===== config.mk =====
export PLATFORM = sky130hd
export DESIGN_NAME = dsram_ctrl_flat
export DESIGN_NICKNAME = d
export VERILOG_FILES = /design/src/rtl/dsram_ctrl_if.sv /design/src/rtl/dsram_ctrl.sv /design/src/flat_wrapper.sv
export SDC_FILE = /design/constraint.sdc
export NUM_CORES = 1
export LEC_CHECK = 0
export ABC_AREA = 1
export CAP_MARGIN = 5
export CORE_MARGIN = 10
export CORE_UTILIZATION = 40
export CTS_CLUSTER_DIAMETER = 100
export DETAILED_ROUTE_END_ITERATION = 7
export PLACE_DENSITY = 0.9
export SETUP_SLACK_MARGIN = 0.1
export SLEW_MARGIN = 20
export SYNTH_ARGS = -nofsm -noshare
export SYNTH_HDL_FRONTEND = slang
export SYNTH_SLANG_ARGS = --single-unit
export TNS_END_PERCENT = 10

===== constraint.sdc =====
create_clock -name clk -period 3.5 [get_ports clk]
set_input_delay 0.7 -clock clk [delete_from_list [all_inputs] [get_ports clk]]
set_output_delay 0.7 -clock clk [all_outputs]
set_load 0.02 [all_outputs]

===== src/rtl/dsram_ctrl_if.sv =====
// Data-side SRAM controller bus bundle: core request/response signals
// plus the external 32-bit SRAM pin group.
//   slave  : controller view (drives rdata/done/busy and all sram_* strobes)
//   master : core + SRAM model view (drives requests and sram_dout)
interface dsram_ctrl_if #(
    parameter int ADDR_W = 20
);
    logic              req_read;
    logic              req_write;
    logic [31:0]       addr;
    logic [31:0]       wdata;
    logic [3:0]        byte_en;
    logic [31:0]       rdata;
    logic              done;
    logic              busy;
    logic [ADDR_W-1:0] sram_addr;
    logic [31:0]       sram_din;
    logic [31:0]       sram_dout;
    logic              sram_data_oe;
    logic              sram_ce_n;
    logic              sram_oe_n;
    logic              sram_we_n;
    logic [3:0]        sram_be_n;

    modport slave (
        input  req_read, req_write, addr, wdata, byte_en, sram_dout,
        output rdata, done, busy, sram_addr, sram_din, sram_data_oe,
        output sram_ce_n, sram_oe_n, sram_we_n, sram_be_n
    );

    modport master (
        output req_read, req_write, addr, wdata, byte_en, sram_dout,
        input  rdata, done, busy, sram_addr, sram_din, sram_data_oe,
        input  sram_ce_n, sram_oe_n, sram_we_n, sram_be_n
    );
endinterface


===== src/rtl/dsram_ctrl.sv =====
// Unified data-side external SRAM controller: word reads, byte-masked
// writes, programmable wait states, one-cycle done pulse.
// Ports: clk, rst (async, active-low), bus (dsram_ctrl_if.slave).
module dsram_ctrl #(
    parameter int ADDR_W  = 20,
    parameter int RD_WAIT = 2,
    parameter int WR_WAIT = 2
) (
    input  logic         clk,
    input  logic         rst,
    dsram_ctrl_if.slave  bus
);

    typedef enum logic [2:0] {
        IDLE,
        RD,
        WR_SETUP,
        WR_PULSE,
        WR_HOLD,
        DONE
    } state_t;

    localparam logic [3:0] RD_LAST = 4'(RD_WAIT - 1);
    localparam logic [3:0] WR_LAST = 4'(WR_WAIT - 1);

    state_t            r_state;
    state_t            w_next;
    logic [3:0]        r_cnt;
    logic [3:0]        w_cnt;
    logic              w_cap;
    logic              w_start_rd;
    logic              w_start_wr;
    logic              w_wr_state;

    logic [31:0]       r_rdata;
    logic              r_done;
    logic              r_busy;
    logic [ADDR_W-1:0] r_addr;
    logic [31:0]       r_din;
    logic              r_data_oe;
    logic              r_ce_n;
    logic              r_oe_n;
    logic              r_we_n;
    logic [3:0]        r_be_n;

    always_ff @(posedge clk or negedge rst) begin
        if (!rst) begin
            r_state <= IDLE;
            r_cnt   <= '0;
        end else begin
            r_state <= w_next;
            r_cnt   <= w_cnt;
        end
    end

    always_comb begin
        w_next     = r_state;
        w_cnt      = r_cnt;
        w_cap      = 1'b0;
        w_start_rd = 1'b0;
        w_start_wr = 1'b0;
        unique case (r_state)
            IDLE: begin
                if (bus.req_read) begin
                    w_next     = RD;
                    w_cnt      = '0;
                    w_start_rd = 1'b1;
                end else if (bus.req_write) begin
                    // an all-zero byte mask completes without touching the SRAM
                    if (|bus.byte_en) begin
                        w_next     = WR_SETUP;
                        w_start_wr = 1'b1;
                    end else begin
                        w_next = DONE;
                    end
                end
            end
            RD: begin
                if (r_cnt == RD_LAST) begin
                    w_next = DONE;
                    w_cnt  = '0;
                    w_cap  = 1'b1;
                end else begin
                    w_cnt = r_cnt + 4'd1;
                end
            end
            WR_SETUP: begin
                w_next = WR_PULSE;
                w_cnt  = '0;
            end
            WR_PULSE: begin
                if (r_cnt == WR_LAST) begin
                    w_next = WR_HOLD;
                    w_cnt  = '0;
                end else begin
                    w_cnt = r_cnt + 4'd1;
                end
            end
            WR_HOLD: w_next = DONE;
            DONE:    w_next = IDLE;
            default: w_next = IDLE;
        endcase
    end

    assign w_wr_state = (w_next == WR_SETUP) || (w_next == WR_PULSE) ||
                        (w_next == WR_HOLD);

    // Strobes are decoded from the next state so every pin is a flop output.
    always_ff @(posedge clk or negedge rst) begin
        if (!rst) begin
            r_rdata   <= '0;
            r_done    <= 1'b0;
            r_busy    <= 1'b0;
            r_addr    <= '0;
            r_din     <= '0;
            r_data_oe <= 1'b0;
            r_ce_n    <= 1'b1;
            r_oe_n    <= 1'b1;
            r_we_n    <= 1'b1;
            r_be_n    <= 4'hF;
        end else begin
            if (w_start_rd || w_start_wr) begin
                r_addr <= bus.addr[ADDR_W+1:2];
            end
            if (w_start_wr) begin
                r_din <= bus.wdata;
            end
            if (w_cap) begin
                r_rdata <= bus.sram_dout;
            end
            r_done    <= (w_next == DONE);
            r_busy    <= (w_next != IDLE);
            r_ce_n    <= !((w_next == RD) || w_wr_state);
            r_oe_n    <= (w_next != RD);
            r_we_n    <= (w_next != WR_PULSE);
            r_data_oe <= w_wr_state;
            unique case (w_next)
                RD:       r_be_n <= 4'h0;
                WR_SETUP: r_be_n <= ~bus.byte_en;
                WR_PULSE: r_be_n <= r_be_n;
                WR_HOLD:  r_be_n <= r_be_n;
                default:  r_be_n <= 4'hF;
            endcase
        end
    end

    assign bus.rdata        = r_rdata;
    assign bus.done         = r_done;
    assign bus.busy         = r_busy;
    assign bus.sram_addr    = r_addr;
    assign bus.sram_din     = r_din;
    assign bus.sram_data_oe = r_data_oe;
    assign bus.sram_ce_n    = r_ce_n;
    assign bus.sram_oe_n    = r_oe_n;
    assign bus.sram_we_n    = r_we_n;
    assign bus.sram_be_n    = r_be_n;

endmodule


===== src/flat_wrapper.sv =====
// flat-port wrapper written by rule: the top's interface ports become plain ports
module dsram_ctrl_flat 
#(
    parameter int ADDR_W  = 20,
    parameter int RD_WAIT = 2,
    parameter int WR_WAIT = 2
)
  (clk, rst, bus_req_read, bus_req_write, bus_addr, bus_wdata, bus_byte_en, bus_sram_dout, bus_rdata, bus_done, bus_busy, bus_sram_addr, bus_sram_din, bus_sram_data_oe, bus_sram_ce_n, bus_sram_oe_n, bus_sram_we_n, bus_sram_be_n);
  dsram_ctrl_if #(.ADDR_W(ADDR_W)) bus_i ();
  input  logic clk;
  input  logic rst;
  input wire logic [$bits(bus_i.req_read)-1:0] bus_req_read;
  input wire logic [$bits(bus_i.req_write)-1:0] bus_req_write;
  input wire logic [$bits(bus_i.addr)-1:0] bus_addr;
  input wire logic [$bits(bus_i.wdata)-1:0] bus_wdata;
  input wire logic [$bits(bus_i.byte_en)-1:0] bus_byte_en;
  input wire logic [$bits(bus_i.sram_dout)-1:0] bus_sram_dout;
  output wire logic [$bits(bus_i.rdata)-1:0] bus_rdata;
  output wire logic [$bits(bus_i.done)-1:0] bus_done;
  output wire logic [$bits(bus_i.busy)-1:0] bus_busy;
  output wire logic [$bits(bus_i.sram_addr)-1:0] bus_sram_addr;
  output wire logic [$bits(bus_i.sram_din)-1:0] bus_sram_din;
  output wire logic [$bits(bus_i.sram_data_oe)-1:0] bus_sram_data_oe;
  output wire logic [$bits(bus_i.sram_ce_n)-1:0] bus_sram_ce_n;
  output wire logic [$bits(bus_i.sram_oe_n)-1:0] bus_sram_oe_n;
  output wire logic [$bits(bus_i.sram_we_n)-1:0] bus_sram_we_n;
  output wire logic [$bits(bus_i.sram_be_n)-1:0] bus_sram_be_n;
  assign bus_i.req_read = bus_req_read;
  assign bus_i.req_write = bus_req_write;
  assign bus_i.addr = bus_addr;
  assign bus_i.wdata = bus_wdata;
  assign bus_i.byte_en = bus_byte_en;
  assign bus_i.sram_dout = bus_sram_dout;
  assign bus_rdata = bus_i.rdata;
  assign bus_done = bus_i.done;
  assign bus_busy = bus_i.busy;
  assign bus_sram_addr = bus_i.sram_addr;
  assign bus_sram_din = bus_i.sram_din;
  assign bus_sram_data_oe = bus_i.sram_data_oe;
  assign bus_sram_ce_n = bus_i.sram_ce_n;
  assign bus_sram_oe_n = bus_i.sram_oe_n;
  assign bus_sram_we_n = bus_i.sram_we_n;
  assign bus_sram_be_n = bus_i.sram_be_n;
  dsram_ctrl #(.ADDR_W(ADDR_W), .RD_WAIT(RD_WAIT), .WR_WAIT(WR_WAIT)) u_core (.clk(clk), .rst(rst), .bus(bus_i));
endmodule

Yosys cells after proc, flatten, opt, wreduce, memory -nomap -nowiden

Cells that the tools add are included.

Equality and inequality tests: 13
Bitwise logic cells: 1
Mux-type cells: 18
Add/sub/neg operators: 1
Reductions and logical operators: 12

Operator list:

| kind                                                | count |
|---|---|
| one-hot mux 4 bit (3 select lines)                  | 2 |
| two-way mux 3 bit                                   | 5 |
| one-hot mux 3 bit (5 select lines)                  | 1 |
| equality test 3 x 2 -> 1 bit, second input constant | 4 |
| equality test 3 bit, second input constant          | 3 |
| two-way mux 1 bit                                   | 8 |
| two-way mux 4 bit                                   | 2 |
| equality test 3 x 1 -> 1 bit, second input constant | 2 |
| nonzero test 3 bit                                  | 2 |
| adder 4 x 1 -> 4 bit, second input constant         | 1 |
| equality test 4 x 1 -> 1 bit, second input constant | 1 |
| logical OR 1 bit                                    | 4 |
| NOT 4 bit                                           | 1 |
| OR reduction 2 bit                                  | 2 |
| OR reduction 4 bit                                  | 1 |
| logical NOT 3 bit                                   | 1 |
| != test 3 x 1 -> 1 bit, second input constant       | 1 |
| != test 3 x 2 -> 1 bit, second input constant       | 1 |
| != test 2 bit, second input constant                | 1 |
| AND reduction 2 bit                                 | 1 |
| logical NOT 1 bit                                   | 1 |

Register bits: 101
Word-level logic and storage cells: 57

Longest topological paths before layout

Word-level depth: 10
Mapped depth: 10

Worst setup path before layout

OpenSTA, ideal clock, no wires.

Kind: input -> register
Start: input bus_byte_en[3]
End: register u_core.r_addr[0], in the netlist u_core.bus.sram_addr[0]
Arrival time: 1.604 ns
Stages on the path: 6
Buffers on the path: 1
Path slack: 1.771 ns
Cells stage by stage: nor2_1 nand2_1 nand2_1 a21oi_2 buf_4 mux2_2

Word-level cells in the longest chain between the ends: 6

RTL lines:

| item                 | RTL line           | RTL |
|---|---|---|
| from (decl)          | flat_wrapper.sv:16 | `input wire logic [$bits(bus_i.byte_en)-1:0] bus_byte_en;` |
| OR reduction 4 bit   | dsram_ctrl.sv:70   | `if (\|bus.byte_en) begin` |
| two-way mux 1 bit    | dsram_ctrl.sv:70   |  |
| two-way mux 1 bit    | dsram_ctrl.sv:68   | `end else if (bus.req_write) begin` |
| two-way mux 1 bit    | dsram_ctrl.sv:64   | `if (bus.req_read) begin` |
| two-way mux 1 bit    | dsram_ctrl.sv:62   | `unique case (r_state)` |
| logical OR 1 bit     | dsram_ctrl.sv:122  | `if (w_start_rd \|\| w_start_wr) begin` |
| to (signal assigned) | dsram_ctrl.sv:123  | `r_addr <= bus.addr[ADDR_W+1:2];` |
| to (decl)            | dsram_ctrl.sv:38   | `logic [ADDR_W-1:0] r_addr;` |

No other way between the ends.
A chain may end at the register's enable or synchronous reset.

Worst setup path in the final report

Start: input bus_byte_en[3]
End: register u_core.r_be_n[3], in the netlist u_core.bus.sram_be_n[3]

Word-level cells in the longest chain between the ends: 8

RTL lines:

| item                                                                       | RTL line          | RTL |
|---|---|---|
| OR reduction 4 bit                                                         | dsram_ctrl.sv:70  |  |
| two-way mux 3 bit                                                          | dsram_ctrl.sv:70  |  |
| two-way mux 3 bit                                                          | dsram_ctrl.sv:68  |  |
| two-way mux 3 bit                                                          | dsram_ctrl.sv:64  |  |
| one-hot mux 3 bit (5 select lines)                                         | dsram_ctrl.sv:62  |  |
| equality test 3 bit / equality test 3 x 2 -> 1 bit (equally long branches) | dsram_ctrl.sv:137 | `unique case (w_next)` |
| OR reduction 2 bit (no line)                                               | -                 |  |
| one-hot mux 4 bit (3 select lines)                                         | dsram_ctrl.sv:137 |  |
| to (signal assigned)                                                       | dsram_ctrl.sv:139 | `WR_SETUP: r_be_n <= ~bus.byte_en;` |
| to (signal assigned)                                                       | dsram_ctrl.sv:140 | `WR_PULSE: r_be_n <= r_be_n;` |
| to (signal assigned)                                                       | dsram_ctrl.sv:141 | `WR_HOLD: r_be_n <= r_be_n;` |
| to (decl)                                                                  | dsram_ctrl.sv:44  | `logic [3:0] r_be_n;` |

Parallel ways exist; a longest one is shown, timed or not.

==> results.sh <==
export IMPL_status="finished clean"
export IMPL_cts_clk_slew_worst_paths_ns=0.09
export IMPL_p_leak_nw=2.939
export IMPL_crit_type="input pin to flop"
export IMPL_cpMostUsedCell="nand2_1"
export IMPL_drt_iter0_drc=160
export IMPL_synth_fa_ha_area_share_pct=0
export IMPL_fin_setup_tns_ns=0
export IMPL_dpl_hpwl_mm=8.933
export IMPL_drt_vias_per_instance=4.512
export IMPL_n_fill_cell=798
export IMPL_track_usage_pct=15.59
export IMPL_synth_area_um2=4035
export IMPL_power_share_clock_pct=13.6
export IMPL_regToRegStartpoint="u_core.r_state[2]"
export IMPL_post_cts_resized=0
export IMPL_clock_sinks=101
export IMPL_worstMarginPinSlew_ns=0.7051
export IMPL_io_pins=198
export IMPL_clockRootBuffer="clkbuf_8"
export IMPL_grt_overflow=0
export IMPL_switching_share_pct=39.31
export IMPL_multiInputGateArea_um2=1249
export IMPL_sequentialPowerShare_pct=35.2
export IMPL_seq_area_frac_synth_pct=62.85
export IMPL_internal_power_mw=3.572
export IMPL_maxCapViolCount=0
export IMPL_netlist_cell_type_count=28
export IMPL_slew_viol_final=0
export IMPL_p_comb_share_pct=51.2
export IMPL_cp_required_ns=3.78
export IMPL_ys_ff_latch=101
export IMPL_endpoint_kind="flop"
export IMPL_die_height_um=120.4
export IMPL_portBuffers=185
export IMPL_path_buf_inv=2
export IMPL_drt_wirelength_per_cell_um=15.57
export IMPL_coreArea_um2=9819
export IMPL_numCtsBuffers=9
export IMPL_fin_crit_sh_pct=72.19
export IMPL_register_area_um2=2536
export IMPL_cp_depth=8
export IMPL_hold_viol_final=0
export IMPL_grt_pass1_vias=3498
export IMPL_synth_area_per_cell_um2=9.866
export IMPL_ant_nets=0
export IMPL_path_cells="clkdlybuf4s50_1 -> nor2_1 -> nand2_1 -> nand2_1 -> nor2_8 -> inv_2 -> or2_0 -> a21oi_1"
export IMPL_die_area_um2=14510
export IMPL_drt_total_wl_mm=11.37
export IMPL_antenna_found_initial=0
export IMPL_power_switching_mw=2.313
export IMPL_fin_ws_ns=0.9735
export IMPL_layout_nets=697
export IMPL_synth_xor_area_share_pct=0.2171
export IMPL_drive_above_1_share_pct=9.883
export IMPL_dieWidth_um=120.4
export IMPL_firstDrtPassIters=5
export IMPL_pwr_density_cell_nw_per_um2=945.8
export IMPL_clockBufferDepth=2
export IMPL_period_needed_ns=2.527
export IMPL_synth_compound_area_share_pct=5.922
export IMPL_start_util_pct=41.09
export IMPL_antenna_cells=0
export IMPL_vias=3294
export IMPL_h_tree_depth=3
export IMPL_cts_tree="done"
export IMPL_syn_to_final_growth_pct=54.20
export IMPL_postCtsSetupBuffers=0
export IMPL_ff2ff_setup_slack_ns=1.38
export IMPL_setup_viol=0
export IMPL_irDropWorstVdd_uv=396.8
export IMPL_reg2reg_to="u_core.bus.sram_be_n[3]"
export IMPL_syn_nets=513
export IMPL_critPathMaxFanout=37
export IMPL_globalplace_congestion=0.8005
export IMPL_synth_mux_area_share_pct=5.581
export IMPL_worstSkewPairLatency_ns=0.36
export IMPL_grt_start_max_net_pins=65
export IMPL_maxSlewHeadroom_pct=52.99
export IMPL_reg2regPathDepth=6
export IMPL_synth_top_family_by_area="simple AND/OR/NAND/NOR gates"
export IMPL_crit_arrival_ns=2.81
export IMPL_dp_slack_ns=0.5584
export IMPL_rsz0062_at_grt="false"
export IMPL_yosys_warnings=0
export IMPL_synth_simple_area_share_pct=19.22
export IMPL_worstSetupEndpoint="u_core.bus.sram_be_n[3]"
export IMPL_fmaxAchievable_mhz=395.8
export IMPL_grt_pass1_wl_mm=18.17
export IMPL_min_path_type="input pin to async pin"
export IMPL_skew_ns=0.01098
export IMPL_crit_path_start="bus_byte_en[3]"
export IMPL_syn_inst=409
export IMPL_rows=36
export IMPL_start_kind="input pin"
export IMPL_critPathSlowestCell="clkdlybuf4s50_1"
export IMPL_drc=0
export IMPL_crit_family="simple AND/OR/NAND/NOR gates"
export IMPL_slowest_delay_ns=0.47
export IMPL_ctsHoldBuffers=0
[cell usage in the layout, fill, tap and decap left out, types with 2 or more instances in the layout]
cell type / synthesis / routed
clkdlybuf4s50_1: 0 / 184
nand2_1: 146 / 146
dfrtp_1: 94 / 94
inv_1: 43 / 43
o21ai_1: 30 / 30
mux2_2: 20 / 20
nor2_1: 17 / 17
clkbuf_8: 0 / 10
a21oi_1: 7 / 7
dfstp_2: 7 / 7
o21ai_0: 5 / 5
or2_0: 4 / 4
nand3_1: 3 / 3
inv_2: 3 / 3
nand3_2: 3 / 3
buf_4: 2 / 3
nor2_4: 2 / 2
bufinv_16: 0 / 2
[how the worst min path moves through the flow]
stage	startpoint	to	slack [ns]	cells after the start
after detailed placement	u_core.bus.sram_din[25]	u_core.bus.sram_din[25]	0.46	2
final	rst	u_core.bus.rdata[0]	0.38	1
after global routing	rst	u_core.bus.rdata[26]	0.44	1
after CTS	rst	u_core.bus.rdata[26]	0.40	1
after floorplan	rst	u_core.bus.busy	0.40	0
after global placement	u_core.bus.sram_din[25]	u_core.bus.sram_din[25]	0.45	2
[state kept, by name (all words and copies together) (netlist names)]
signal and count:
u_core.r_cnt 4, u_core.bus.sram_din 32, u_core.bus.sram_data_oe 1, u_core.bus.busy 1, u_core.bus.sram_we_n 1, u_core.bus.done 1
u_core.bus.rdata 32, u_core.bus.sram_ce_n 1, u_core.r_state 3, u_core.bus.sram_addr 20, u_core.bus.sram_oe_n 1, u_core.bus.sram_be_n 4
[synth_stat cells, drive strengths merged]
cell / count / area share (%)
dfrtp: 94 / 58
nor2: 21 / 2.8
buf: 10 / 1.4
xor2: 1 / 0.22
nand3: 7 / 1.6
o31ai: 1 / 0.19
a21oi: 8 / 1.1
o21ai: 35 / 4.3
mux2: 20 / 5.6
o22ai: 1 / 0.16
nand2: 147 / 14
a31oi: 1 / 0.16
nor4: 1 / 0.53
inv: 46 / 4.3
dfstp: 7 / 4.6
or2: 4 / 0.62
clkbuf: 5 / 0.56
[final cells by class]
type,count,area share [%]
clock buffer,11,2.272
inverter,46,2.775
sequential,101,40.76
clock inverter,4,1.166
multi-input combinational,247,20.07
tap,133,2.674
timing repair buffer,188,30.28
[routing by layer]
metal | track usage (%) | part of all wire (%) | vias up
met5 | 0 | 0 | -
met1 | 15.95 | 37 | 1517
met2 | 28.11 | 53 | 122
met4 | 8.296 | 3.4 | 0
li1 | - | - | 1629
met3 | 4.560 | 6.8 | 26
[through the flow]
| step | power, mW | std cells | util, % | hold WS, ns | cell area [um^2] |
|---|---|---|---|---|---|
| 3_5_place_dp | 5.158 | 715 | 61.19 | 0.4576 | 6008 |
| 5_1_grt | 6.281 | 730 | 63.37 | 0.4364 | 6222 |
| 4_1_cts | 5.969 | 730 | 63.37 | 0.4039 | 6222 |
| 6_report | 5.885 | 730 | 63.37 | 0.3787 | 6222 |
| 2_1_floorplan | 3.680 | 409 | - | 0.4044 | 4035 |
| 3_3_place_gp | 5.028 | 715 | 61.19 | 0.4532 | 6008 |
[power by group through the flow]
stage	Clock, mW	Sequential, mW	Combinational, mW
after floorplan	0	2.70	0.979
after global placement	0	2.05	2.98
after detailed placement	0	2.09	3.07
after CTS	0.822	2.07	3.07
after global routing	0.864	2.15	3.27
final	0.802	2.07	3.01
[cells by family after synthesis]
logic type,Yosys count
flip-flops,101
AO/OA/AOI/OAI,46
AND/OR/NAND/NOR,180
multiplexers,20
buffers and inverters,61
XOR/XNOR,1
(Power assumes the default switching activity.)
